### config.mk
export PLATFORM = sky130hd
export DESIGN_NAME = shop_checkout_flat
export DESIGN_NICKNAME = d
export VERILOG_FILES = /design/src/rtl/shop_if.sv /design/src/rtl/shop_checkout.sv /design/src/flat_wrapper.sv
export SDC_FILE = /design/constraint.sdc
export NUM_CORES = 1
export LEC_CHECK = 0
export BUFFER_PORTS_ARGS = -buffer_cell sky130_fd_sc_hd__buf_2
export CAP_MARGIN = 10
export CORE_MARGIN = 3
export CORE_UTILIZATION = 40
export CTS_CLUSTER_SIZE = 12
export DETAILED_ROUTE_END_ITERATION = 16
export PLACE_DENSITY = 0.6
export SYNTH_ARGS = -nofsm -noshare
export SYNTH_HDL_FRONTEND = slang
export SYNTH_SLANG_ARGS = --single-unit
export TNS_END_PERCENT = 50
### constraint.sdc
create_clock -name clk -period 6.4 [get_ports clk]
set_input_delay 1.28 -clock clk [delete_from_list [all_inputs] [get_ports clk]]
set_output_delay 1.28 -clock clk [all_outputs]
set_load 0.05 [all_outputs]
### src/rtl/shop_if.sv
// Register payment-side bus: purchase control, coin intake, change handshake.
interface shop_if;
    logic        start;
    logic [15:0] due;
    logic        coin_valid;
    logic [7:0]  coin_val;
    logic        cancel;
    logic        chg_valid;
    logic [7:0]  chg_denom;
    logic        chg_ready;
    logic [15:0] paid;
    logic        busy;
    logic        done;
    logic        coin_rej;

    modport master (
        output start, due, coin_valid, coin_val, cancel, chg_ready,
        input  chg_valid, chg_denom, paid, busy, done, coin_rej
    );

    modport slave (
        input  start, due, coin_valid, coin_val, cancel, chg_ready,
        output chg_valid, chg_denom, paid, busy, done, coin_rej
    );
endinterface

### src/rtl/shop_checkout.sv
// Checkout payment unit: collects coins against a latched amount due and
// pays change (or a cancel refund) one greedy coin per handshake.
module shop_checkout #(
    parameter logic [7:0] D0 = 8'd50,
    parameter logic [7:0] D1 = 8'd10,
    parameter logic [7:0] D2 = 8'd5,
    parameter logic [7:0] D3 = 8'd1
) (
    input  logic  clk,
    input  logic  reset,
    shop_if.slave bus
);
    typedef enum logic [1:0] {IDLE, COLLECT, DISPENSE, FINISH} state_t;

    state_t      state, state_n;
    logic [15:0] due_r, due_n;
    logic [15:0] paid_r, paid_n;
    logic [15:0] remain, remain_n;
    logic [15:0] left;
    logic [16:0] sum;
    logic [7:0]  denom_r, denom_n;
    logic        chg_valid_r, chg_valid_n;
    logic        coin_rej_r, coin_rej_n;

    function automatic logic [7:0] pick(input logic [15:0] r);
        logic [7:0] d;
        if (r >= {8'd0, D0})      d = D0;
        else if (r >= {8'd0, D1}) d = D1;
        else if (r >= {8'd0, D2}) d = D2;
        else                      d = D3;
        return d;
    endfunction

    always_ff @(posedge clk or posedge reset) begin
        if (reset) begin
            state       <= IDLE;
            due_r       <= '0;
            paid_r      <= '0;
            remain      <= '0;
            denom_r     <= '0;
            chg_valid_r <= 1'b0;
            coin_rej_r  <= 1'b0;
        end else begin
            state       <= state_n;
            due_r       <= due_n;
            paid_r      <= paid_n;
            remain      <= remain_n;
            denom_r     <= denom_n;
            chg_valid_r <= chg_valid_n;
            coin_rej_r  <= coin_rej_n;
        end
    end

    always_comb begin
        state_n     = state;
        due_n       = due_r;
        paid_n      = paid_r;
        remain_n    = remain;
        denom_n     = denom_r;
        chg_valid_n = chg_valid_r;
        coin_rej_n  = 1'b0;
        sum         = {1'b0, paid_r} + {9'd0, bus.coin_val};
        left        = remain - {8'd0, denom_r};
        case (state)
            IDLE: begin
                coin_rej_n = bus.coin_valid;
                if (bus.start) begin
                    due_n   = bus.due;
                    paid_n  = '0;
                    state_n = (bus.due == 16'd0) ? FINISH : COLLECT;
                end
            end
            COLLECT: begin
                if (bus.cancel) begin
                    coin_rej_n = bus.coin_valid;
                    remain_n   = paid_r;
                    state_n    = (paid_r == 16'd0) ? FINISH : DISPENSE;
                end else if (bus.coin_valid) begin
                    paid_n = sum[16] ? 16'hFFFF : sum[15:0];
                    if (paid_n >= due_r) begin
                        remain_n = paid_n - due_r;
                        state_n  = (paid_n == due_r) ? FINISH : DISPENSE;
                    end
                end
            end
            DISPENSE: begin
                coin_rej_n = bus.coin_valid;
                // First cycle only arms the offer from the registered remainder
                if (!chg_valid_r) begin
                    if (remain == 16'd0) begin
                        state_n = FINISH;
                    end else begin
                        chg_valid_n = 1'b1;
                        denom_n     = pick(remain);
                    end
                end else if (bus.chg_ready) begin
                    remain_n = left;
                    if (left == 16'd0) begin
                        chg_valid_n = 1'b0;
                        denom_n     = '0;
                        state_n     = FINISH;
                    end else begin
                        denom_n = pick(left);
                    end
                end
            end
            FINISH: begin
                coin_rej_n = bus.coin_valid;
                state_n    = IDLE;
            end
            default: state_n = IDLE;
        endcase
    end

    assign bus.chg_valid = chg_valid_r;
    assign bus.chg_denom = denom_r;
    assign bus.paid      = paid_r;
    assign bus.busy      = (state != IDLE);
    assign bus.done      = (state == FINISH);
    assign bus.coin_rej  = coin_rej_r;
endmodule
### src/flat_wrapper.sv
// flat-port wrapper written by rule: the top's interface ports become plain ports
module shop_checkout_flat 
#(
    parameter logic [7:0] D0 = 8'd50,
    parameter logic [7:0] D1 = 8'd10,
    parameter logic [7:0] D2 = 8'd5,
    parameter logic [7:0] D3 = 8'd1
)
  (clk, reset, bus_start, bus_due, bus_coin_valid, bus_coin_val, bus_cancel, bus_chg_ready, bus_chg_valid, bus_chg_denom, bus_paid, bus_busy, bus_done, bus_coin_rej);
  shop_if bus_i ();
  input  logic clk;
  input  logic reset;
  input wire logic [$bits(bus_i.start)-1:0] bus_start;
  input wire logic [$bits(bus_i.due)-1:0] bus_due;
  input wire logic [$bits(bus_i.coin_valid)-1:0] bus_coin_valid;
  input wire logic [$bits(bus_i.coin_val)-1:0] bus_coin_val;
  input wire logic [$bits(bus_i.cancel)-1:0] bus_cancel;
  input wire logic [$bits(bus_i.chg_ready)-1:0] bus_chg_ready;
  output wire logic [$bits(bus_i.chg_valid)-1:0] bus_chg_valid;
  output wire logic [$bits(bus_i.chg_denom)-1:0] bus_chg_denom;
  output wire logic [$bits(bus_i.paid)-1:0] bus_paid;
  output wire logic [$bits(bus_i.busy)-1:0] bus_busy;
  output wire logic [$bits(bus_i.done)-1:0] bus_done;
  output wire logic [$bits(bus_i.coin_rej)-1:0] bus_coin_rej;
  assign bus_i.start = bus_start;
  assign bus_i.due = bus_due;
  assign bus_i.coin_valid = bus_coin_valid;
  assign bus_i.coin_val = bus_coin_val;
  assign bus_i.cancel = bus_cancel;
  assign bus_i.chg_ready = bus_chg_ready;
  assign bus_chg_valid = bus_i.chg_valid;
  assign bus_chg_denom = bus_i.chg_denom;
  assign bus_paid = bus_i.paid;
  assign bus_busy = bus_i.busy;
  assign bus_done = bus_i.done;
  assign bus_coin_rej = bus_i.coin_rej;
  shop_checkout #(.D0(D0), .D1(D1), .D2(D2), .D3(D3)) u_core (.clk(clk), .reset(reset), .bus(bus_i));
endmodule
==> results by group <==
Place
  • RD Place Congestion: 0.9399
  • Dpl ws: 0.4533 ns
  • IO Port Bufs: 55
  • Detail Placement HPWL: between 10,000 and 15,000 um
  • Post-DP Area: around 5200 um^2
  • Placed insts: between 700 and 800

Clock network
  • Post-CTS sizing: 0
  • Hold-fix buffers, CTS: 0
  • TritonCTS clock tree: built
  • Longest Clk Path Bufs: 2
  • CTS sink count: 57
  • Total CTS buffers: 9
  • # H-tree levels: 3
  • Worst skew pair latency: between 0.3 and 0.4 ns
  • Clock root buffer: clkbuf_16
  • Number of setup buffers added after CTS: 0
  • Worst-path clk slew: ~0.05 ns

Global route
  • Initial antenna violation count: 0
  • GRT Util Overall: between 20% and 30%
  • First-pass GRT wire length: approximately 22,000 um
  • Vias in the first global route: 4,342
  • Pin count of the biggest net entering global routing: 58
  • Grt total ovfl: 0

Detailed routing
  • Drt pass-1 iters: 5
  • Routed Antenna Nets: 0
  • Drt drc: 0
  • Vias: about 4.6k
  • Vias per inst: around 5.8
  • Detailed Route Iter0 Violations: 321
  • WL final: about 13,000 um
  • WL/cell: 17.23 um

Power and ir drop
  • Static leakage: 2.544 nW
  • Gate power share: between 60% and 70%
  • Total chip power: about 3.2 mW
  • Reg power frac: 21.3%
  • PD cells: approximately 580 nW/um^2
  • Switch Pwr: 1.582 mW
  • Sw frac: between 40% and 50%
  • Peak supply drop: between 300 and 400 uV
  • Internal: ~1.6 mW
  • Clock Power Share: between 10% and 20%

Logic synthesis
  • Ys Warns: 0
  • Synth Register Bits: 57
  • Synth Flop Type: dfrtp_1
  • Post-synthesis sequential area ratio: between 20% and 30%
  • Syn avg cell area: 8.275 um^2
  • Async S/R FF share, synth: 100.0%
  • Mapped Cells: 590
  • Distinct cells, synth: 66
  • Post-Syn Area: around 4900 um^2
  • Post-synth EDFFs: 0

Run status
  • Outcome: complete, no violations

STA
  • Setup TNS: 0 ns
  • Crit share post-route: between 80 and 90%
  • Layout Skew: approximately 0.0071 ns
  • Min Tclk post-route: 5.672 ns
  • Setup-failing EPs final: 0
  • Relative slew slack: between 50% and 60%
  • Worst Tran Pin Value: approximately 0.74 ns
  • RSZ-0062 raised after global routing: no
  • Slew Viols, Final: 0
  • Setup WS post-layout: slightly above 0.7 ns
  • Final hold violations: 0
  • Fmax: ~180 MHz
  • Hold WS: between 0.5 and 0.6 ns

Cells and area
  • Final-stage net count: ~700
  • Area grow syn2layout: 13.58%
  • Post-Layout Cell Count: 783
  • Share of cells above drive strength 1: between 10% and 20%
  • Fillers: between 1k and 1.5k
  • Final Util: a little under half
  • N_diodes: 0
  • Finished Cell Area: roughly 5500 um^2

Worst setup path
  • Worst reg-to-reg setup slack: ~1.3 ns
  • Worst r2r src: u_core.bus.paid[0]
  • Startpoint type of the worst setup path: input port
  • Nature of the critical path endpoint: flip-flop
  • Crit path kind: input port to flip-flop
  • CP max FO: 12
  • FF-to-FF End: u_core.remain[10]
  • Worst EP arrival: roughly 6 ns
  • Worst Reg2Reg Path Length in Cells: 19
  • Worst path required time: approximately 6.6 ns

Floorplanning
  • IO Pins: 58
  • CORE AREA: about 12,000 um^2
  • Placement row count: 39
  • Die W: 116.5 um
  • Initial Util: a little over two fifths
  • Die area: around 14,000 um^2
  • Chip height: 116.5 um

Worst hold path
  • Worst min-delay path category: flip-flop to flip-flop
  • Worst Hold End: u_core.due_r[2]
  • Worst hold stages: 1
  • Hold Crit Start: u_core.due_r[2]

Job
  • Max_cap viols: 0
[cells in the mapped netlist, types with 3 or more instances]
| library cell | n | area share [%] |
|---|---|---|
| dfrtp_1 | 57 | 29 |
| nand2_1 | 54 | 4.2 |
| o21ai_0 | 37 | 3.8 |
| nor2_1 | 36 | 2.8 |
| ha_1 | 35 | 9.0 |
| inv_1 | 35 | 2.7 |
| a21oi_1 | 32 | 3.3 |
| nand3_1 | 26 | 2.7 |
| clkbuf_1 | 19 | 1.5 |
| mux2_2 | 19 | 4.4 |
| o21ai_1 | 17 | 1.7 |
| nor4_1 | 16 | 2.1 |
| nor3_1 | 15 | 1.5 |
| xnor2_1 | 14 | 2.5 |
| nand2b_1 | 12 | 1.5 |
| a211oi_1 | 10 | 1.5 |
| a21o_1 | 10 | 1.5 |
| mux2i_1 | 10 | 2.1 |
| or3_1 | 10 | 1.3 |
| xor2_1 | 9 | 1.6 |
| a31oi_1 | 6 | 0.77 |
| and3_1 | 6 | 0.77 |
| nor2b_1 | 6 | 0.77 |
| o21a_1 | 6 | 0.92 |
| o31ai_1 | 6 | 0.92 |
| or2_2 | 6 | 0.77 |
| nand4_1 | 5 | 0.64 |
| or4_1 | 5 | 0.77 |
| and2_1 | 4 | 0.51 |
| buf_4 | 4 | 0.62 |
| nor4b_1 | 4 | 0.72 |
| a21boi_1 | 3 | 0.46 |
| a221o_1 | 3 | 0.62 |
| a311oi_1 | 3 | 0.54 |
| a31o_1 | 3 | 0.54 |
| fa_1 | 3 | 1.2 |
| nand3b_1 | 3 | 0.46 |
| o21bai_1 | 3 | 0.46 |
| o22ai_1 | 3 | 0.38 |
| o31a_1 | 3 | 0.54 |
[state kept, by name, indices dropped and copies added, names as in the netlist]
register              flops
u_core.bus.coin_rej       1
u_core.bus.paid          16
u_core.state              2
u_core.due_r             16
u_core.bus.chg_valid      1
u_core.remain            16
u_core.bus.chg_denom      5
[power by group through the flow]
stage	Combinational (mW)	Sequential (mW)	Clock, mW
after floorplan	1.54	0.718	0
after global placement	1.99	0.673	0
after detailed placement	2.02	0.683	0
after CTS	2.03	0.678	0.491
after global routing	2.28	0.707	0.511
final	2.04	0.681	0.478
[cells in the final DEF (no fill, tap or decap), types with 4 or more instances in the layout]
cell,instances
dfrtp_1,57
buf_2,55
nand2_1,54
o21ai_0,37
nor2_1,36
ha_1,35
inv_1,34
a21oi_1,32
nand3_1,26
mux2_2,19
o21ai_1,17
nor4_1,16
nor3_1,15
xnor2_1,14
nand2b_1,12
a21o_1,10
a211oi_1,10
mux2i_1,10
or3_1,10
xor2_1,9
clkbuf_16,9
nor2b_1,6
and3_1,6
a31oi_1,6
o21a_1,6
or2_2,6
o31ai_1,6
or4_1,5
nand4_1,5
and2_1,4
nor4b_1,4
clkinv_2,4
buf_4,4
[worst max-delay path, cell delays in order]
cell and delay [ns]:
buf_2 0.10, ha_1 0.20, fa_1 0.41, a21o_1 0.20, a21oi_1 0.22, nor2b_1 0.08, o21ai_1 0.20, a211o_1 0.32
or4_1 0.41, nand2_1 0.10, mux2_2 0.28, ha_1 0.34, a21oi_1 0.18, o21ai_0 0.10, a31o_2 0.25, nor3_1 0.29
a21o_1 0.41, or4_1 0.17, o21ai_1 0.06, a221o_1 0.29
[metal layers]
layer  wire, um  vias to the layer above  GRT usage, %
met5          0                        -             0
met4        193                        0         6.961
met2       6509                      123         34.67
met1       6198                     2156         26.66
met3        592                       16         3.886
li1           -                     2256             -
[worst max-delay path by stage]
| stage | from | endpoint | slack [ns] | depth (start not counted) |
|---|---|---|---|---|
| floorplan | bus_coin_val[0] | u_core.remain[7] | 0.72 | 22 |
| global placement | bus_coin_val[0] | u_core.remain[10] | 0.52 | 20 |
| detailed placement | bus_coin_val[0] | u_core.remain[10] | 0.45 | 20 |
| CTS | bus_coin_val[0] | u_core.remain[12] | 0.72 | 20 |
| global route | bus_coin_val[0] | u_core.remain[9] | 0.31 | 20 |
| finish | bus_coin_val[0] | u_core.remain[10] | 0.73 | 20 |
[area by class of cell]
type | count | area [um^2] | area share [%]
multi-input cells | 473 | 3207 | 57.83
flip-flops and latches | 57 | 1426 | 25.72
repair buffers | 59 | 305.3 | 5.505
clock buffers | 10 | 239.0 | 4.310
well taps | 143 | 178.9 | 3.227
inverters | 35 | 131.4 | 2.369
clock inverters | 6 | 57.56 | 1.038
[logic make-up after synthesis]
kind of cell	synth area share (%)
adders and majority gates	10.20
xor gates and xnor gates	4.126
muxes	6.433
buffers and inverters	5.177
AOI/OAI and AO/OA	21.86
and+or+nand+nor	22.91
other	0.07681
DFF	29.22
Power figures use the tool's default switching activity.
